**src/rtl/if_stage_pkg.sv**
```systemverilog
// ============================================================================
// core_pkg : shared types and defaults for the instruction-fetch stage
// Rev 1.0
// ============================================================================
`default_nettype none

package core_pkg;

  localparam int DATA_WIDTH = 32;

  localparam logic [DATA_WIDTH-1:0] RESET_PC_DEF  = 32'h0000_0000;
  localparam logic [DATA_WIDTH-1:0] NOP_INSTR_DEF = 32'h0000_0013;
  localparam logic [DATA_WIDTH-1:0] PC_STEP       = 32'h0000_0004;

  typedef enum logic [1:0] {
    S_IDLE = 2'd0,
    S_REQ  = 2'd1,
    S_WAIT = 2'd2,
    S_HOLD = 2'd3
  } if_state_e;

  typedef struct packed {
    logic [DATA_WIDTH-1:0] pc;
    logic [DATA_WIDTH-1:0] pc_plus4;
    logic [DATA_WIDTH-1:0] instruction;
  } if2id_data_t;

  function automatic logic [DATA_WIDTH-1:0] word_align(input logic [DATA_WIDTH-1:0] addr);
    return addr & ~(DATA_WIDTH'(3));
  endfunction

endpackage

`default_nettype wire

```
**src/rtl/if_stage_if.sv**
```systemverilog
// ============================================================================
// IF2ID_if : IF/ID pipeline bus from fetch (MASTER) to decode (SLAVE)
// Rev 1.0
// ============================================================================
`default_nettype none

interface IF2ID_if;

  core_pkg::if2id_data_t data;
  logic                  valid;

  modport MASTER (output data, output valid);
  modport SLAVE  (input  data, input  valid);

endinterface

`default_nettype wire

```
**src/rtl/if_stage_skid.sv**
```systemverilog
// ============================================================================
// if_skid_buffer : one-entry holding slot for a fetch that lands during stall
// Rev 1.0
// ============================================================================
`default_nettype none

module if_skid_buffer
  import core_pkg::*;
(
  input  wire logic        clk,
  input  wire logic        rst,
  input  wire logic        push,
  input  wire logic        pop,
  input  wire logic        flush,
  input  wire if2id_data_t din,
  output      if2id_data_t dout,
  output      logic        full
);

  always_ff @(posedge clk or posedge rst) begin
    if (rst) begin
      full <= 1'b0;
      dout <= '0;
    end else if (flush) begin
      full <= 1'b0;
    end else if (push) begin
      // push wins over pop so a same-cycle drain and refill keeps the slot full
      full <= 1'b1;
      dout <= din;
    end else if (pop) begin
      full <= 1'b0;
    end
  end

endmodule

`default_nettype wire

```
**src/rtl/if_stage.sv**
```systemverilog
// ============================================================================
// if_stage : PC, one-outstanding imem fetch port, IF/ID register and skid.
// Optional IF_PERF_CNT_EN adds fetch/stall performance counters.  Rev 1.0
// ============================================================================
`default_nettype none

module if_stage
  import core_pkg::*;
#(
  parameter logic [DATA_WIDTH-1:0] RESET_PC  = RESET_PC_DEF,
  parameter logic [DATA_WIDTH-1:0] NOP_INSTR = NOP_INSTR_DEF
) (
  input  wire logic                  clk,
  input  wire logic                  rst,
  input  wire logic                  stall_i,
  input  wire logic                  redirect_i,
  input  wire logic [DATA_WIDTH-1:0] redirect_pc_i,
  output      logic                  imem_req_o,
  output      logic [DATA_WIDTH-1:0] imem_addr_o,
  input  wire logic                  imem_gnt_i,
  input  wire logic                  imem_rvalid_i,
  input  wire logic [DATA_WIDTH-1:0] imem_rdata_i,
  IF2ID_if.MASTER                    bus_out
`ifdef IF_PERF_CNT_EN
  ,
  output      logic [31:0]           perf_fetch_o,
  output      logic [31:0]           perf_stall_o
`endif
);

  if_state_e             state, state_nxt;
  logic [DATA_WIDTH-1:0] pc_q, pc_nxt;
  logic [DATA_WIDTH-1:0] addr_q, addr_nxt;
  logic [DATA_WIDTH-1:0] inflight_pc;
  logic                  kill_q, kill_nxt;
  logic                  stale_q, stale_nxt;
  if2id_data_t           out_q;
  logic                  out_valid_q;

  logic                  grant, rsp, deliver, drain, load_rsp, push;
  logic                  skid_full, skid_full_nxt;
  if2id_data_t           skid_dout, rsp_data;
  logic [DATA_WIDTH-1:0] target;

  assign target   = word_align(redirect_pc_i);
  assign grant    = (state == S_REQ) && imem_gnt_i;
  assign rsp      = (state == S_WAIT) && imem_rvalid_i;
  assign deliver  = rsp && !kill_q && !redirect_i;
  assign drain    = skid_full && !stall_i && !redirect_i;
  assign load_rsp = deliver && !drain && (!out_valid_q || !stall_i);
  assign push     = deliver && !load_rsp;
  assign rsp_data = '{pc: inflight_pc, pc_plus4: inflight_pc + PC_STEP, instruction: imem_rdata_i};

  always_comb begin
    skid_full_nxt = skid_full;
    if (redirect_i)  skid_full_nxt = 1'b0;
    else if (push)   skid_full_nxt = 1'b1;
    else if (drain)  skid_full_nxt = 1'b0;
  end

  if_skid_buffer u_skid (
    .clk   (clk),
    .rst   (rst),
    .push  (push),
    .pop   (drain),
    .flush (redirect_i),
    .din   (rsp_data),
    .dout  (skid_dout),
    .full  (skid_full)
  );

  always_ff @(posedge clk or posedge rst) begin
    if (rst) begin
      state       <= S_IDLE;
      pc_q        <= RESET_PC;
      addr_q      <= RESET_PC;
      inflight_pc <= '0;
      kill_q      <= 1'b0;
      stale_q     <= 1'b0;
    end else begin
      state   <= state_nxt;
      pc_q    <= pc_nxt;
      addr_q  <= addr_nxt;
      kill_q  <= kill_nxt;
      stale_q <= stale_nxt;
      if (grant) inflight_pc <= addr_q;
    end
  end

  always_comb begin
    state_nxt  = state;
    pc_nxt     = pc_q;
    kill_nxt   = kill_q;
    stale_nxt  = stale_q;
    imem_req_o = 1'b0;
    case (state)
      S_IDLE: state_nxt = S_REQ;
      S_REQ: begin
        imem_req_o = 1'b1;
        if (imem_gnt_i) begin
          // a request redirected while waiting for grant is fetched but killed
          state_nxt = S_WAIT;
          kill_nxt  = redirect_i || stale_q;
          stale_nxt = 1'b0;
          pc_nxt    = stale_q ? pc_q : pc_q + PC_STEP;
        end else if (redirect_i) begin
          stale_nxt = 1'b1;
        end
      end
      S_WAIT: begin
        if (imem_rvalid_i) begin
          kill_nxt  = 1'b0;
          state_nxt = skid_full_nxt ? S_HOLD : S_REQ;
        end else if (redirect_i) begin
          kill_nxt = 1'b1;
        end
      end
      S_HOLD: if (!skid_full_nxt) state_nxt = S_REQ;
      default: state_nxt = S_IDLE;
    endcase
    if (redirect_i) pc_nxt = target;
  end

  // the address shown to memory must not move while a request awaits grant
  assign addr_nxt    = ((state == S_REQ) && !imem_gnt_i) ? addr_q : pc_nxt;
  assign imem_addr_o = addr_q;

  always_ff @(posedge clk or posedge rst) begin
    if (rst) begin
      out_valid_q <= 1'b0;
      out_q       <= '{pc: '0, pc_plus4: '0, instruction: NOP_INSTR};
    end else if (redirect_i) begin
      out_valid_q       <= 1'b0;
      out_q.instruction <= NOP_INSTR;
    end else if (drain) begin
      out_valid_q <= 1'b1;
      out_q       <= skid_dout;
    end else if (load_rsp) begin
      out_valid_q <= 1'b1;
      out_q       <= rsp_data;
    end else if (!stall_i) begin
      out_valid_q       <= 1'b0;
      out_q.instruction <= NOP_INSTR;
    end
  end

  assign bus_out.valid = out_valid_q;
  assign bus_out.data  = out_q;

`ifdef IF_PERF_CNT_EN
  always_ff @(posedge clk or posedge rst) begin
    if (rst) begin
      perf_fetch_o <= '0;
      perf_stall_o <= '0;
    end else begin
      if (deliver)                perf_fetch_o <= perf_fetch_o + 32'd1;
      if (stall_i && out_valid_q) perf_stall_o <= perf_stall_o + 32'd1;
    end
  end
`endif

endmodule

`default_nettype wire

```
**src/flat_wrapper.sv**
```systemverilog
// flat-port wrapper written by rule: the top's interface ports become plain ports
module if_stage_flat import core_pkg::*;
#(
  parameter logic [DATA_WIDTH-1:0] RESET_PC  = RESET_PC_DEF,
  parameter logic [DATA_WIDTH-1:0] NOP_INSTR = NOP_INSTR_DEF
)
  (clk, rst, stall_i, redirect_i, redirect_pc_i, imem_req_o, imem_addr_o, imem_gnt_i, imem_rvalid_i, imem_rdata_i, bus_out_data, bus_out_valid);
  IF2ID_if bus_out_i ();
  input  wire logic clk;
  input  wire logic rst;
  input  wire logic stall_i;
  input  wire logic redirect_i;
  input  wire logic [DATA_WIDTH-1:0] redirect_pc_i;
  output      logic imem_req_o;
  output      logic [DATA_WIDTH-1:0] imem_addr_o;
  input  wire logic imem_gnt_i;
  input  wire logic imem_rvalid_i;
  input  wire logic [DATA_WIDTH-1:0] imem_rdata_i;
  output wire logic [$bits(bus_out_i.data)-1:0] bus_out_data;
  output wire logic [$bits(bus_out_i.valid)-1:0] bus_out_valid;
  assign bus_out_data = bus_out_i.data;
  assign bus_out_valid = bus_out_i.valid;
  if_stage #(.RESET_PC(RESET_PC), .NOP_INSTR(NOP_INSTR)) u_core (.clk(clk), .rst(rst), .stall_i(stall_i), .redirect_i(redirect_i), .redirect_pc_i(redirect_pc_i), .imem_req_o(imem_req_o), .imem_addr_o(imem_addr_o), .imem_gnt_i(imem_gnt_i), .imem_rvalid_i(imem_rvalid_i), .imem_rdata_i(imem_rdata_i), .bus_out(bus_out_i));
endmodule
```
**config.mk**
```make
export PLATFORM = sky130hd
export DESIGN_NAME = if_stage_flat
export DESIGN_NICKNAME = d
export VERILOG_FILES = /design/src/rtl/if_stage_pkg.sv /design/src/rtl/if_stage_if.sv /design/src/rtl/if_stage_skid.sv /design/src/rtl/if_stage.sv /design/src/flat_wrapper.sv
export SDC_FILE = /design/constraint.sdc
export NUM_CORES = 1
export LEC_CHECK = 0
export BUFFER_PORTS_ARGS = -buffer_cell sky130_fd_sc_hd__buf_2
export CORE_UTILIZATION = 45
export DETAILED_ROUTE_END_ITERATION = 6
export PLACE_DENSITY = 0.64
export SETUP_SLACK_MARGIN = 0.4
export SYNTH_ARGS = -nofsm -noshare
export SYNTH_HDL_FRONTEND = slang
export SYNTH_SLANG_ARGS = --single-unit
```
**constraint.sdc**
```tcl
create_clock -name clk -period 14.95 [get_ports clk]
set_input_delay 0.7475 -clock clk [delete_from_list [all_inputs] [get_ports clk]]
set_output_delay 0.7475 -clock clk [all_outputs]
set_load 0.05 [all_outputs]
```
==> results.md <==
* Status: complete, no violations
* First-pass GRT wire length at 49.44 mm
* CTS Hold Bufs at 0
* CP endpoint kind: register
* Row count at 61
* Period utilization at 21.43%
* Maximum buffer depth of the clock tree at 3
* Most frequent cells in the layout: 287 x dfrtp_1, 197 x buf_2, 122 x mux2_2, 120 x nand2_1, 89 x nor2_1
* Vias/cell at 5.563
* Initial core utilization at 45.91%
* TNS Setup at 0 ns
* H-Tree Depth at 1
* CP startpoint kind: primary input
* Initial antenna violation count at 0
* Critical path arrival at 3.62 ns
* GP Congestion at 0.8319
* Total routed wirelength at 31.10 mm
* # resized after CTS at 0
* Final core utilization at 53.87%
* Min-delay src: redirect_pc_i[9]
* Skew final at 0.01449 ns
* DRC errors left at 0
* Layout area overhead at 17.34%
* Syn Area/Cell at 11.24 µm²
* Wire per inst at 18.26 µm
* Die X at 170.8 µm
* Net count, final at 1376
* Syn Inst Count at 1141
* Hold WC Path Type: primary input to register
* DR pass1 iterations at 5
* Max_slew headroom at 29.32%
* Clk Tree Root Cell: clkbuf_16
* Initial DRC count at 563
* RSZ-0062 raised after global routing: false
* Hpwl dp at 20.30 mm
* Clock transition at path regs at 0.06 ns
* Worst-Margin Slew at 1.060 ns
* Total vias in the final route at 9473
* Largest net degree at the start of global routing at 155
* VDD IR max at 120.1 µV
* Most common cell after layout, fill and taps aside: dfrtp_1
* Global-route usage over all layers at 21.29%
* Core area at 27930 µm²
* Die height at 170.8 µm
* Main synth FF type: dfrtp_1
* CP Max Fanout at 95
* Sequential share of the synthesized area at 56.62%
* Max-Cap Viols at 0
* Final Slew Violations at 0
* Placed Instances at 1646
* Hold Worst Slack at 0.4153 ns
* Clk sink count at 290
* Post-CTS setup buffers at 0
* IO buf count at 197
* Post-Syn Area at 12820 µm²
* Max Freq at 312.1 MHz
* R2R setup slack at 11.83 ns
* Layout cells sized above 1 at 30.51%
* Cell Pwr Density at 182.4 nW/µm²
* Placed cell areas at 14060 µm²
* Leakage power at 7.275 nW
* Post-synthesis register bit count at 290
* Final setup vio count at 0
* Crit. Startpoint: redirect_i
* Mapped Nets at 1217
* Required @ worst endpoint at 15.36 ns
* Worst setup path class: primary input to register
* CTS tree: built
* Non-filler cells, final at 1703
* Ys Warns at 0
* Cts bufs inserted at 30
* Async SR Flop Fraction at 100.0%
* Worst skew pair latency at 0.55 ns
* Final Hold Viols at 0
* Grt ovf at 0
* Die footprint at 29180 µm²
* Distinct cells, synth at 55
* Fin area at 15050 µm²
* Post-route ant nets at 0
* Post-synth EDFFs at 0
* Io pins at 200
* Worst reg2reg path startpoint: u_core.state[0]
* Final min period at 3.204 ns
* Number of global-route vias before repair at 9079
-- metrics by stage --
stage / worst slack [ns] / power [mW]
2_1_floorplan: 6.202 / 1.766
3_3_place_gp: 11.13 / 2.005
3_5_place_dp: 11.16 / 2.025
4_1_cts: 11.75 / 2.768
5_1_grt: 11.47 / 2.880
6_report: 11.75 / 2.744
-- state kept, by name, summed over array words and instances (netlist names) --
register and cells:
u_core.u_skid.full 1, u_core.stale_q 1, u_core.pc_q 32, u_core.state 2
u_core.inflight_pc 32, u_core.bus_out.data 94, u_core.bus_out.valid 1, u_core.imem_addr_o 32
u_core.kill_q 1, u_core.u_skid.dout 94
-- layout make-up --
cell class | instances | area [µm²]
fill | 2463 | 12890
tap | 378 | 473.0
clock inverter | 7 | 60.06
sequential | 290 | 7261
clock buffer | 49 | 923.4
inverter | 10 | 45.04
antenna | 1 | 2.502
timing repair buffer | 210 | 1084
multi-input combinational | 758 | 5199
-- worst paths after layout --
kind / endpoint / cells past startpoint
max: u_core.bus_out.data[58] / 7
min: u_core.pc_q[9] / 3
max reg2reg: u_core.state[0] / 8
min reg2reg: u_core.bus_out.data[38] / 2
max in group asynchronous: u_core.u_skid.dout[57] / 4
min in group asynchronous: u_core.imem_addr_o[2] / 2
-- layer usage --
metal  GRT usage [%]  wire, µm  vias to the layer above  share of wire [%]
li1                -         -                     4424                  -
met4           5.707       717                        0                2.3
met5               0         0                        -                  0
met2           34.21     14180                      253                 46
met1           30.13     14500                     4744                 47
met3           3.123      1696                       52                5.5
-- synthesized netlist by cell type (3+ instances only) --
cell type	n	share of area [%]
a21oi_1	54	2.1
a221o_1	43	3.4
a22oi_1	6	0.35
a31oi_1	38	1.9
and2_1	4	0.20
and3_1	47	2.3
and4_1	4	0.27
buf_1	6	0.18
buf_2	22	0.86
buf_4	3	0.18
clkbuf_1	50	1.5
dfrtp_1	287	56
dfstp_2	3	0.61
ha_1	6	0.59
inv_1	10	0.29
mux2_2	122	11
nand2_1	120	3.5
nand2b_1	6	0.29
nand3_1	23	0.90
nand3b_1	3	0.18
nand4_1	13	0.63
nand4_2	3	0.29
nor2_1	91	2.7
nor2b_1	15	0.73
nor3_1	15	0.59
nor4_1	15	0.73
nor4_2	5	0.49
o21ai_0	22	0.86
o22ai_1	16	0.78
o31a_1	4	0.27
o31ai_1	5	0.29
or3_1	3	0.15
xnor2_1	30	2.0
xor2_1	22	1.5
-- worst max-delay path, stage by stage --
cell      delay [ns]
buf_2           0.07
buf_4           0.60
nand2b_2        0.24
buf_4           0.71
nand2b_4        0.74
o22ai_1         0.34
a21oi_1         0.08
-- cell families after synthesis --
family / after synthesis / synth area share [%]
simple gates: 376 / 14.58
flops: 290 / 56.62
buf+inv: 93 / 3.093
fa+ha+maj: 6 / 0.5854
xor+xnor: 52 / 3.552
mux: 124 / 10.87
compound gates: 200 / 10.70
-- power breakdown --
group	internal [mW]	switching, mW
sequential	0.943	0.181
combinational	0.260	0.622
clock	0.436	0.302
Note: power is estimated with default switching activity, not from simulation.
